--- config.mk ---
export PLATFORM = sky130hd
export DESIGN_NAME = charmap_tile_renderer
export DESIGN_NICKNAME = d
export VERILOG_FILES = /design/src/rtl/charmap_tile_renderer_pkg.sv /design/src/rtl/charmap_tile_renderer.sv
export SDC_FILE = /design/constraint.sdc
export NUM_CORES = 1
export LEC_CHECK = 0
export ABC_CLOCK_PERIOD_IN_PS = 1300
export BUFFER_PORTS_ARGS = -buffer_cell sky130_fd_sc_hd__buf_2
export CAP_MARGIN = 20
export CELL_PAD_IN_SITES_DETAIL_PLACEMENT = 0
export CELL_PAD_IN_SITES_GLOBAL_PLACEMENT = 1
export CORE_ASPECT_RATIO = 1.5
export CORE_MARGIN = 2
export CORE_UTILIZATION = 18
export CTS_CLUSTER_SIZE = 24
export DETAILED_ROUTE_END_ITERATION = 10
export PLACE_DENSITY = 0.7
export SLEW_MARGIN = 20
export SYNTH_ARGS = -nofsm -noshare
export SYNTH_HDL_FRONTEND = slang
export SYNTH_SLANG_ARGS = --single-unit
export TNS_END_PERCENT = 50
--- constraint.sdc ---
create_clock -name clk -period 1.3 [get_ports clk]
set_clock_uncertainty 0.15 [all_clocks]
set_input_delay 0.39 -clock clk [delete_from_list [all_inputs] [get_ports clk]]
set_output_delay 0.39 -clock clk [all_outputs]
set_load 0.1 [all_outputs]
--- src/rtl/charmap_tile_renderer_pkg.sv ---
// Shared geometry, address widths and glyph codes for the cassette overlay
// character-cell renderer and its RAMs.
package charmap_tile_renderer_pkg;

   localparam int CELL_W   = 8;
   localparam int CELL_H   = 8;
   localparam int MAP_COLS = 32;
   localparam int MAP_ROWS = 128;

   localparam int CHRAM_AW = 12;
   localparam int CHROM_AW = 11;

   localparam logic [7:0] GLYPH_BAR_FULL  = 8'h7F;
   localparam logic [7:0] GLYPH_BAR_EMPTY = 8'hA6;
   localparam logic [7:0] GEAR_A          = 8'h2A;
   localparam logic [7:0] GEAR_B          = 8'h96;

   // Font-byte bit that holds pixel column col of a glyph row.
   function automatic logic [2:0] pixel_sel(input logic msb_left, input logic [2:0] col);
      logic [2:0] sel;
      if (msb_left) begin
         sel = 3'd7 - col;
      end else begin
         sel = col;
      end
      return sel;
   endfunction

endpackage

--- src/rtl/charmap_tile_renderer.sv ---
// Three-edge streaming 8x8 character-cell renderer: counters -> index RAM ->
// font ROM -> 1-bit glyph alpha, one pixel per clock.
module charmap_tile_renderer
   import charmap_tile_renderer_pkg::*;
#(
   parameter bit MSB_LEFT = 1'b1
) (
   input  logic                clk,
   input  logic                reset,
   input  logic [9:0]          hcnt,
   input  logic [9:0]          vcnt,
   output logic [CHRAM_AW-1:0] chram_addr,
   input  logic [7:0]          chmap_data_out,
   output logic [CHROM_AW:0]   chrom_addr,
   input  logic [7:0]          chrom_data_out,
   output logic                a
);

   logic [2:0] v1_r;
   logic [2:0] h1_r;
   logic [2:0] h2_r;
   logic       a_r;
   logic [2:0] bit_sel_s;
   logic       a_next_s;
   logic       unused_hcnt_s;

   // The map is 256 pixels wide, so the top horizontal bits never reach the RAM.
   assign unused_hcnt_s = ^hcnt[9:8];

   assign chram_addr = {vcnt[9:3], hcnt[7:3]};
   assign chrom_addr = {1'b0, chmap_data_out, v1_r};

   // Pick the glyph-row bit for the pixel column that reaches the font output now.
   always_comb begin
      bit_sel_s = pixel_sel(MSB_LEFT, h2_r);
      a_next_s  = chrom_data_out[bit_sel_s];
   end

   // Pipeline the in-cell row/column alongside the two RAM reads.
   always_ff @(posedge clk or posedge reset) begin
      if (reset) begin
         v1_r <= 3'd0;
         h1_r <= 3'd0;
         h2_r <= 3'd0;
         a_r  <= 1'b0;
      end else begin
         v1_r <= vcnt[2:0];
         h1_r <= hcnt[2:0];
         h2_r <= h1_r;
         a_r  <= a_next_s;
      end
   end

   assign a = a_r;

endmodule

# --- Yosys cells after proc, flatten, opt, wreduce, memory -nomap -nowiden ---
# Index checks and enable logic that the tools add are counted.
op_classes:
  addsub: 1
  n_lt_le_gt_ge: 1
  mux: 2
ops:
  columns: ["cell", "n"]
  rows:
  - ["less-than comparator 3 x 4 -> 1 bit, second input constant", 1]
  - ["binary-select mux 1 bit (select 3 bit)", 1]
  - ["subtractor 3 bit, first input constant", 1]
  - ["2-to-1 mux 1 bit", 1]
word_totals:
  input_bits: 38
  ff_bits: 10

# --- Depth between registers and ports, before layout ---
depth:
  word_depth: 3
  mapped_depth: 2
  ltp_nobuf: 2

# --- Least setup slack after synthesis ---
# Ideal clock, no wire load.
synth_path:
  kind: "register -> output"
  startpoint: "reg a_r, in the netlist a"
  endpoint: "out a"
  n_path_buf: 0
  slack_ps: -123
  arrival_time_ps: 883
  required_time_ps: 760
  path_stages_with_launch: 1
  cell_sequence: "dfrtp_1"
synth_rtl:
  columns: ["item", "line", "text"]
  rows:
  - ["start, declared", "charmap_tile_renderer.sv:22", "logic a_r;"]
  - ["start signal, assigned", "charmap_tile_renderer.sv:50", "a_r <= a_next_s;"]
  - ["end, declared", "charmap_tile_renderer.sv:16", "output logic a"]
# No word-level cell between the ends.

# --- Worst setup path in the final report ---
layout_path:
  startpoint: "reg h2_r[0]"
  endpoint: "reg a_r, in the netlist a"
layout_via:
  elab_chain_cells: 3
layout_rtl:
  columns: ["item", "line", "text"]
  rows:
  - ["start, declared", "charmap_tile_renderer.sv:21", "logic [2:0] h2_r;"]
  - ["start signal, assigned", "charmap_tile_renderer.sv:49", "h2_r <= h1_r;"]
  - ["subtractor 3 bit", "charmap_tile_renderer_pkg.sv:22", "sel = 3'd7 - col;"]
  - ["binary-select mux 1 bit (select 3 bit)", "charmap_tile_renderer.sv:36", "a_next_s = chrom_data_out[bit_sel_s];"]
  - ["2-to-1 mux 1 bit (implied by the code)", "charmap_tile_renderer.sv:36", null]
  - ["net a_next_s", "charmap_tile_renderer.sv:24", "logic a_next_s;"]
# The timed path passes the listed nets, and every way through them passes these cells. The select of a mux whose other input is x is not followed.

==> results.ini <==
[detailed_routing]
num_vias = 217
drtIter0Drc = 3
firstDrtPassIters = 4
final_antenna_net_count = 0
vias_per_cell = 3.44
wl_per_cell_microns = 12.0
drc = 0
routed_wl_microns = 756

[worst_setup_path]
worstPathMaxFanout = 2
reg2reg_depth = 2
slowest_delay_ns = 0.52
crit_start = h2_r[0]
cp_slowest_cell = mux4_2
critPathKind = reg -> reg
crit_arrival_ns = 1.44
timing.rr.end = a
r2r_slack_ns = -0.15
required_ns = 1.29
rr_startpoint = h2_r[0]
start_kind = flop
cp_cell_sequence = mux4_2, mux2_4
worstSetupEndpoint = a
end_kind = flop

[job]
max_cap_viol_count = 0

[clock_network]
postCtsSetupRepairBufs = 0
cts-htree-levels = 1
cts.path.max_buffers = 2
root_buffer = clkbuf_4
cts_buffers = 3
cts.sinks = 10
clk_pin_slew_worst_paths_ns = 0.07
clock_latency_ns = 0.25
cts_tree = yes

[run_status]
outcome = complete, but fails checks
violations = setup timing

[global_route]
antenna_found_initial = 0
grt_use_met2_pct = 9.55
grt_start_max_net_pins = 11
grt_use_total_pct = 5.58
grt-ovfl-total = 0
grt_pass1_wl_microns = 1190
use_met3_pct = 1.34
grt_pass1_vias = 259
top_usage_layer = met2
use_met1_pct = 5.32

[finish]
final_util_pct = 22.3
areaGrowthSynthToFinish_pct = 15.1
drive_gt1_share_pct = 71.8
diodes = 0
nets = 78

[placement]
gp_congestion = 0.623
port_buffers = 19
dpl.hpwl_microns = 556

[sta]
hold-worst-slack_ns = 0.0858
hold_viol = 0
max_clock_freq_mhz = 688
setup_ws_ns = -0.154
fin_setup_tns_ns = -0.440
rsz0062_at_grt = yes
setup_viol = 5
fin_crit_ns = 1.45
period_share_pct = 112
slew_viol_final = 0

[synth]
syn_avg_cell_area_sq_um = 13.3
ys_seq_area_share_pct = 52.2
ys_ff_latch = 10
yosys.cell_types.count = 6
postSynthCellCount = 36
syn_area_sq_um = 479
syn_nets = 74
ys_warn_count = 0

[floorplanning]
fp.dieH_microns = 67.2
coreArea_sq_mm = 0.00248
die_w_microns = 46.1
ioPinCount = 63
rows = 22
die_area_sq_mm = 0.00310
initial_core_util_pct = 19.3

[pwr]
power_density_mw_per_mm2 = 1410
finalPower_mw = 0.776
vdd_drop_max_mv = 0.604
p_leak_nw = 0.266

[hold_path]
hold_class = in -> reg

layout by cell type, fill, tap and decap left out:
| cell | count |
|---|---|
| clkbuf_4 | 3 |
| clkbuf_8 | 1 |
| dfrtp_1 | 8 |
| conb_1 | 1 |
| mux4_2 | 2 |
| buf_12 | 4 |
| mux2_4 | 1 |
| dfrtp_2 | 2 |
| inv_1 | 1 |
| dlygate4sd3_1 | 1 |
| buf_2 | 15 |
cells by family (layout without fill, tap and decap cells):
kind of cell	count (synthesis)	in the layout	share of synthesized area, %
other cells	1	1	0.783
flops	10	10	52.2
buf+inv	22	25	33.7
mux	3	3	13.3
registers in the layout (all words and copies together), names as in the netlist:
register  cells
a             1
h2_r          3
v1_r          3
h1_r          3
repair_timing:
item	4_1_cts	5_1_grt
resized for setup	3	0
hold buffers	1	0
setup endpoints to repair	5	5
endpoints found under the hold margin	10	0
per-layer routing:
layer,share of wire (%),vias up
met1,33,109
met3,6.2,0
met5,0,-
met4,0,0
met2,61,11
li1,-,97
cell type report:
cell class,count,area [sq um]
tap,24,30.0
clock buffer,4,36.3
multi-input combinational,4,63.8
inverter,1,3.75
sequential,10,253
timing repair buffer,20,165
fill,267,1930
how the worst min path moves through the flow:
| stage | start | end | slack, ns | depth (start not counted) |
|---|---|---|---|---|
| floorplan | reset | h1_r[0] | 0.08 | 1 |
| global placement | h1_r[1] | h2_r[1] | 0.18 | 0 |
| detailed placement | h1_r[2] | h2_r[2] | 0.18 | 0 |
| CTS | hcnt[0] | h1_r[0] | 0.08 | 1 |
| global route | vcnt[0] | v1_r[0] | 0.07 | 1 |
| finish | vcnt[2] | v1_r[2] | 0.09 | 1 |
worst max-delay path: cells and delay by family (launching register included):
kind / cells / cell delay (ns)
flip-flops: 1 / 0.39
multiplexers: 2 / 0.80
through the flow:
stage | worst slack (ns) | std cells | instance area (sq um)
detailed placement | -0.257 | 58 | 509
CTS | -0.166 | 63 | 552
finish | -0.154 | 63 | 552
floorplan | -0.123 | 36 | 482
global placement | -0.231 | 58 | 509
global route | -0.194 | 63 | 552
power by group:
group / internal, mW / switching [mW] / total, mW / leakage, nW
combinational: 0.0666 / 0.0985 / 0.165 / 0.130
sequential: 0.330 / 0.0119 / 0.342 / 0.115
clock: 0.170 / 0.0990 / 0.269 / 0.0210
total: 0.567 / 0.209 / 0.776 / 0.266
synthesized netlist by cell type:
library cell,n,area share [%]
inv_1,1,0.78
mux4_1,2,11
mux2_2,1,2.3
buf_4,21,33
conb_1,1,0.78
dfrtp_1,10,52
(Power assumes the default switching activity.)
